===== src/rtl/uart_rx.sv =====
// uart_rx: 8N1 UART receiver, mid-bit sampling from a system-clock bit timer.
// Define UART_RX_PARITY_EN to add a parity bit (PARITY_ODD selects odd parity).
module uart_rx #(
    parameter int SYS_CLOCK     = 50000000,
`ifdef UART_RX_PARITY_EN
    parameter bit PARITY_ODD    = 1'b0,
`endif
    parameter int UART_BAUDRATE = 115200
) (
    input  logic       i_SysClock,
    input  logic       i_Reset,
    input  logic       i_RxSerial,
    output logic [7:0] o_RxByte,
    output logic       o_RxValid,
    output logic       o_FrameErr,
    output logic       o_ParityErr,
    output logic       o_Busy
);
    localparam int BIT_CLKS  = SYS_CLOCK / UART_BAUDRATE;
    localparam int HALF_CLKS = BIT_CLKS / 2;
    localparam logic [15:0] BIT_LAST  = 16'(BIT_CLKS - 1);
    localparam logic [15:0] HALF_LAST = 16'(HALF_CLKS - 1);

    typedef enum logic [2:0] {
        IDLE       = 3'd0,
        START_BIT  = 3'd1,
        DATA_BITS  = 3'd2,
`ifdef UART_RX_PARITY_EN
        PARITY_BIT = 3'd3,
`endif
        STOP_BIT   = 3'd4,
        BREAK_WAIT = 3'd5
    } state_t;

    state_t      state_q, state_d;
    logic [1:0]  sync_q;
    logic [15:0] timer_q, timer_d;
    logic [2:0]  idx_q, idx_d;
    logic [7:0]  shift_q, shift_d, byte_q, byte_d;
    logic        valid_q, valid_d, ferr_q, ferr_d;
    logic        rxs, tick;
`ifdef UART_RX_PARITY_EN
    logic        perr_q, perr_d, pbad_q, pbad_d;
`endif

    assign rxs  = sync_q[1];
    // The start bit is timed to its middle; every later bit is a full period on.
    assign tick = timer_q == (state_q == START_BIT ? HALF_LAST : BIT_LAST);

    always_comb begin
        state_d = state_q;
        idx_d   = idx_q;
        shift_d = shift_q;
        byte_d  = byte_q;
        valid_d = 1'b0;
        ferr_d  = 1'b0;
`ifdef UART_RX_PARITY_EN
        perr_d  = 1'b0;
        pbad_d  = pbad_q;
`endif
        case (state_q)
            IDLE: state_d = rxs ? IDLE : START_BIT;
            START_BIT: if (tick) begin
                state_d = rxs ? IDLE : DATA_BITS;
                idx_d   = 3'd0;
            end
            DATA_BITS: if (tick) begin
                shift_d = {rxs, shift_q[7:1]};
                idx_d   = idx_q + 3'd1;
`ifdef UART_RX_PARITY_EN
                if (idx_q == 3'd7) state_d = PARITY_BIT;
`else
                if (idx_q == 3'd7) state_d = STOP_BIT;
`endif
            end
`ifdef UART_RX_PARITY_EN
            PARITY_BIT: if (tick) begin
                pbad_d  = rxs != ((^shift_q) ^ PARITY_ODD);
                state_d = STOP_BIT;
            end
`endif
            STOP_BIT: if (tick) begin
                if (rxs) begin
                    state_d = IDLE;
`ifdef UART_RX_PARITY_EN
                    valid_d = !pbad_q;
                    perr_d  = pbad_q;
                    byte_d  = pbad_q ? byte_q : shift_q;
`else
                    valid_d = 1'b1;
                    byte_d  = shift_q;
`endif
                end else begin
                    ferr_d  = 1'b1;
                    state_d = BREAK_WAIT;
                end
            end
            // A held-low line stays here so a break reports only one framing error.
            BREAK_WAIT: state_d = rxs ? IDLE : BREAK_WAIT;
            default: state_d = IDLE;
        endcase
        timer_d = (state_d != state_q || tick) ? 16'd0 : timer_q + 16'd1;
    end

    always_ff @(posedge i_SysClock) begin
        if (i_Reset) begin
            sync_q  <= 2'b11;
            state_q <= IDLE;
            timer_q <= 16'd0;
            idx_q   <= 3'd0;
            shift_q <= 8'h00;
            byte_q  <= 8'h00;
            valid_q <= 1'b0;
            ferr_q  <= 1'b0;
`ifdef UART_RX_PARITY_EN
            perr_q  <= 1'b0;
            pbad_q  <= 1'b0;
`endif
        end else begin
            sync_q  <= {sync_q[0], i_RxSerial};
            state_q <= state_d;
            timer_q <= timer_d;
            idx_q   <= idx_d;
            shift_q <= shift_d;
            byte_q  <= byte_d;
            valid_q <= valid_d;
            ferr_q  <= ferr_d;
`ifdef UART_RX_PARITY_EN
            perr_q  <= perr_d;
            pbad_q  <= pbad_d;
`endif
        end
    end

    assign o_RxByte   = byte_q;
    assign o_RxValid  = valid_q;
    assign o_FrameErr = ferr_q;
    assign o_Busy     = state_q != IDLE;
`ifdef UART_RX_PARITY_EN
    assign o_ParityErr = perr_q;
`else
    assign o_ParityErr = 1'b0;
`endif
endmodule


===== config.mk =====
export PLATFORM = sky130hd
export DESIGN_NAME = uart_rx
export DESIGN_NICKNAME = d
export VERILOG_FILES = /design/src/rtl/uart_rx.sv
export SDC_FILE = /design/constraint.sdc
export NUM_CORES = 1
export LEC_CHECK = 0
export CAP_MARGIN = 0
export CELL_PAD_IN_SITES_DETAIL_PLACEMENT = 1
export CELL_PAD_IN_SITES_GLOBAL_PLACEMENT = 1
export CORE_MARGIN = 3
export CORE_UTILIZATION = 40
export CTS_CLUSTER_SIZE = 10
export DETAILED_ROUTE_END_ITERATION = 16
export MAX_ROUTING_LAYER = met4
export PLACE_DENSITY = 0.78
export SLEW_MARGIN = 25
export SYNTH_ARGS = -nofsm -noshare
export SYNTH_HDL_FRONTEND = slang
export SYNTH_SLANG_ARGS = --single-unit
export TNS_END_PERCENT = 50

===== constraint.sdc =====
create_clock -name i_SysClock -period 1.93 [get_ports i_SysClock]
set_input_delay 0.386 -clock i_SysClock [delete_from_list [all_inputs] [get_ports i_SysClock]]
set_output_delay 0.386 -clock i_SysClock [all_outputs]
set_load 0.05 [all_outputs]

After elaboration in Yosys (flattened, before gate mapping)
Cells that the tools add are included.
{"block": "totals", "input_bits": 3, "elab_cells": 44, "output_inout_bits": 12, "regBits": 42}
{"block": "classes", "n_mux": 14, "add_sub_neg": 2, "n_eq_ne": 9, "n_reduce_logical": 9, "bitwise_logic": 2}
{"cell": "$mux W3", "count": 7}
{"cell": "$add A16 B1 Y16 const B", "count": 1}
{"cell": "$eq A16 B9 Y1", "count": 1}
{"cell": "$pmux W3 S5", "count": 1}
{"cell": "$eq A3 B3 Y1 const B", "count": 3}
{"cell": "$mux W9", "count": 1}
{"cell": "$pmux W3 S2", "count": 1}
{"cell": "$reduce_and A3 Y1", "count": 2}
{"cell": "$ne A2 B2 Y1 const B", "count": 2}
{"cell": "$add A3 B1 Y3 const B", "count": 1}
{"cell": "$eq A3 B1 Y1 const B", "count": 1}
{"cell": "$eq A3 B2 Y1 const B", "count": 1}
{"cell": "$logic_not A3 Y1", "count": 1}
{"cell": "$mux W1", "count": 3}
{"cell": "$ne A3 B3 Y1", "count": 1}
{"cell": "$reduce_bool A3 Y1", "count": 1}
{"cell": "$reduce_or A3 Y1", "count": 1}
{"cell": "$mux W2", "count": 1}
{"cell": "$not A1 Y1", "count": 2}
{"cell": "$reduce_and A2 Y1", "count": 1}
{"cell": "$reduce_bool A2 Y1", "count": 1}
{"cell": "$reduce_or A2 Y1", "count": 1}
{"cell": "$logic_or A1 B1 Y1", "count": 1}

Logic depth before layout (Yosys ltp)
{"block": "logic_depth", "depth_word": 8, "ltp_mapped": 6, "mapped_depth_nobuf": 5}

Least setup slack after synthesis
No wires, ideal clock.
{"block": "synth_path", "kind": "register to register", "startpoint": "reg state_q[0]", "endpoint": "reg timer_q[10]", "path_buffers": 2, "stages_incl_launch_ff": 6, "period_less_slack_ps": 2041, "t_required_ps": 1800, "arrival_ps": 1911, "setup_time_ps": 130, "setup_slack_ps": -111, "cell_sequence": "dfxtp_1 clkbuf_1 or3_1 o221ai_1 clkbuf_1 nor3_1"}
{"block": "synth_via", "elab_chain_len": 8, "word_cells_on_any_way": 15, "classes_between": "6 x eq/ne; 6 x mux; 3 x reduce/logical"}
{"element": "from (decl)", "line": "35", "source": "state_t state_q, state_d;"}
{"element": "from (signal assigned)", "line": "121", "source": "state_q <= state_d;"}
{"element": "$eq A3 B1 Y1", "line": "48, 61"}
{"element": "$mux W9", "line": "48", "source": "assign tick = timer_q == (state_q == START_BIT ? HALF_LAST : BIT_LAST);"}
{"element": "$eq A16 B9 Y1", "line": "48"}
{"element": "$mux W3 (on tied branches)", "line": "82, 63, 67"}
{"element": "$pmux W3 S5", "line": "61", "source": "case (state_q)"}
{"element": "$ne A3 B3 Y1", "line": "102", "source": "timer_d = (state_d != state_q || tick) ? 16'd0 : timer_q + 16'd1;"}
{"element": "$logic_or A1 B1 Y1 (*)", "line": "102"}
{"element": "$reduce_or A2 Y1 (no source line) (*)"}
{"element": "to (signal assigned)", "line": "122", "source": "timer_q <= timer_d;"}
{"element": "to (decl)", "line": "37", "source": "logic [15:0] timer_q, timer_d;"}
Every way passes the cells marked *; elsewhere a longest branch is shown, timed or not.
A chain may end at the register's enable or synchronous reset.

Final worst setup path
{"block": "layout_path", "startpoint": "reg state_q[1]", "endpoint": "reg idx_q[1]"}
{"block": "layout_via", "elab_chain_len": 5, "word_cells_on_any_way": 9, "classes_between": "5 x eq/ne; 2 x mux; 2 x reduce/logical"}
{"element": "$eq A3 B1 Y1", "line": "48, 61"}
{"element": "$mux W9", "line": "48"}
{"element": "$eq A16 B9 Y1", "line": "48"}
{"element": "$ne A2 B2 Y1 (no source line)"}
{"element": "$reduce_and A3 Y1 (no source line)"}
{"element": "to (signal assigned)", "line": "123", "source": "idx_q <= idx_d;"}
{"element": "to (decl)", "line": "38", "source": "logic [2:0] idx_q, idx_d;"}
Several ways; a longest one is shown, not always the timed one.

==> summary.txt <==
Status
  – Run status: finished, violations left
  – Failing checks: setup timing

Critical path
  – Kind of critical path: reg2reg
  – Setup crit end kind: flop
  – Crit path DAT: 2180 ps
  – Critical Path Fanout Max: 5
  – CP Cell Sequence: or3b_4, buf_4, or4_1, a21oi_1, o2bb2ai_1
  – Crit path launch type: flop
  – Slowest stage delay, CP: 540 ps
  – CP top delay family: simple AND/OR/NAND/NOR gates
  – Buf/Inv on CP: 1
  – Critical path's slowest cell: or4_1
  – CP required: 2100 ps

Timing
  – RSZ-0062 raised after global routing: true
  – Setup violations, final: 12
  – Worst setup margin: -73.9 ps
  – Period minus WS final: 2000 ps
  – Worst slack on hold paths: 426 ps
  – Post-Route Skew: 12.3 ps
  – Hold Vio Cnt, Final: 0
  – Slew headroom: 0.444
  – Worst-margin pin slew: 833 ps
  – Achievable frequency: 499 MHz
  – Pins Over Slew Limit: 0
  – Setup TNS: -371 ps
  – Fin crit share: 1.04

Yosys
  – EDFF count, synth: 0
  – Synth cell types: 41
  – Simple-gate share of the synthesized area: 0.275
  – Net Count, Synth: 210
  – Ys flop type: dfxtp_1
  – Mux share of post-synthesis cell area: 0.0822
  – Warnings, synthesis: 0
  – Post-Syn Instances: 204
  – Post-synthesis cell area: 0.00195 sq mm
  – Register area share after synthesis: 0.431
  – Syn_area_per_cell: 9.56 sq um
  – Combinational family with the most area after synthesis: simple AND/OR/NAND/NOR gates
  – Seq cells post-synth: 42
  – Synth Area in XOR/XNOR: 0.0629
  – FFs w/ async S/R, synth: 0
  – Synth Area in Compound Gates: 0.0905
  – Post-Synth Adder-Cell Area: 0.0193

Pwr
  – Final Power: 1.56 mW
  – Pwr dens: 645 mW/mm^2
  – Worst VDD drop: 387 uV
  – Lkg Pwr: 0.939 nW

Cells and area
  – Final std cells w/o fill: 298
  – Layout cell share with drive strength beyond 1: 0.202
  – Area grow syn2layout: 24.4%
  – Post-route cell area: 0.00242 sq mm
  – Finished Core Util: 0.535
  – Final #Nets: 238
  – Antenna cells: 0
  – Fillers: 523

Place
  – DP Wirelength: 3210 um
  – Port-buffer cells: 13
  – GP Congestion: 0.866
  – DP Area: 0.00229 sq mm
  – Placement-stage worst setup slack: -149 ps
  – Post-Place Cells: 289

Clock network
  – Clk sinks: 42
  – Post-CTS setup buffers: 0
  – Root Driver: clkbuf_8
  – Worst-Skew Late Latency: 310 ps
  – CTS tree: done
  – CTS Buf Count: 5
  – Worst-path clk slew: 80 ps
  – CTS H-tree lvls: 2
  – CTS max path bufs: 2

Floorplan
  – Core Region: 0.00453 sq mm
  – Ports: 15
  – Die W: 75.8 um
  – Starting Density: 0.430
  – Die height: 75.8 um
  – Die area: 0.00575 sq mm
  – Row cnt: 24

Global route
  – Initial antenna violation count: 0
  – Grt ovf: 0
  – First-pass GRT wire length: 8020 um
  – Vias in the first global route: 1,646
  – Largest net degree at the start of global routing: 18
  – Tot GR Track Use: 0.195

Route
  – WL/cell: 16.1 um
  – Pre-Repair DR Iteration Count: 4
  – Vias: 1,575
  – Post-route DRC: 0
  – Post-route ant nets: 0
  – DR iter-0 viols: 70
  – Routed vias/inst: 5.29
  – Final WL: 4780 um

Min path
  – HP Class: reg2reg

Flow run
  – Max Cap Viol: 0
-- worst reg2reg max path: stages (launching register included) --
cell	delay (ps)
dfxtp_4	340
or3b_4	390
buf_4	160
or4_1	540
a21oi_1	300
o2bb2ai_1	150
-- power by group --
part	switching, mW	internal (mW)
Sequential	0.00778	0.873
Clock	0.338	0.261
Combinational	0.0489	0.0362
-- flip-flops by register name, indices dropped and copies added, names as in the netlist --
signal	flops
state_q	3
o_RxByte	8
idx_q	3
o_FrameErr	1
timer_q	16
sync_q	2
shift_q	8
o_RxValid	1
-- cell usage in the layout, fill, tap and decap left out, types with 2 or more instances in the layout --
master | netlist | layout
dfxtp_1 | 42 | 40
nand2b_1 | 20 | 20
buf_4 | 1 | 20
nor3_1 | 20 | 19
mux2i_1 | 16 | 16
clkdlybuf4s50_1 | 0 | 12
nand2_1 | 10 | 10
xor2_1 | 9 | 9
nand4_1 | 8 | 8
nand3_1 | 7 | 7
nor2_1 | 5 | 5
xnor2_1 | 5 | 5
clkbuf_8 | 0 | 5
a21oi_1 | 4 | 4
nor4_1 | 4 | 4
or2_2 | 3 | 3
a211oi_1 | 3 | 3
ha_1 | 3 | 3
nor4b_1 | 3 | 2
inv_1 | 2 | 2
o2bb2ai_1 | 2 | 2
and3_1 | 2 | 2
o211ai_1 | 2 | 2
a22o_1 | 2 | 2
and4_1 | 2 | 2
and2_1 | 2 | 2
buf_12 | 0 | 2
-- routing by layer --
metal,vias up,wire length [um],GRT usage
met2,21,2210,0.294
met3,11,143,0.0449
met4,0,88,0.0680
met5,-,0,-
li1,783,-,-
met1,760,2340,0.255
-- cell usage after synthesis, types with 2 or more instances --
master	instances	area (sq um)
nor4b_1	3	26.3
and2_1	2	12.5
or2_2	3	18.8
xnor2_1	5	43.8
o2bb2ai_1	2	17.5
nand2_1	10	37.5
nor4_1	4	25.0
clkbuf_1	11	41.3
a21oi_1	4	20.0
a22o_1	2	17.5
nor2_1	5	18.8
mux2i_1	16	160
nand2b_1	20	125
inv_1	2	7.51
and4_1	2	17.5
and3_1	2	12.5
ha_1	3	37.5
nor3_1	20	100
xor2_1	9	78.8
nand4_1	8	50.1
nand3_1	7	35.0
a211oi_1	3	22.5
dfxtp_1	42	841
o211ai_1	2	15.0
-- timing repair --
item,in CTS,in global routing
hold buffers,0,0
setup endpoints to repair,12,31
resized for setup,2,4
pin swaps,2,3
gates cloned,1,0
-- cells by family after synthesis --
family / Yosys count
AOI/OAI and AO/OA: 20
xor gates and xnor gates: 14
and+or+nand+nor: 92
other: 1
muxes: 16
adders and majority gates: 3
DFF: 42
buffers and inverters: 16
-- cell type report --
cell class	count	area [sq um]	share of cell area
flip-flops and latches	42	846	0.349
repair buffers	34	310	0.128
inverters	2	7.51	0.00310
multi-input cells	147	1090	0.448
clock buffers	5	68.8	0.0284
clock inverters	3	25.0	0.0103
well taps	65	81.3	0.0335
-- worst paths after layout --
| check | from | to | slack, ps | depth (start not counted) |
|---|---|---|---|---|
| max | state_q[1] | idx_q[1] | -70 | 5 |
| min | sync_q[0] | sync_q[1] | 430 | 1 |
| max reg2reg | state_q[1] | idx_q[1] | -70 | 5 |
| min reg2reg | sync_q[0] | sync_q[1] | 430 | 1 |
Power figures use the tool's default switching activity.
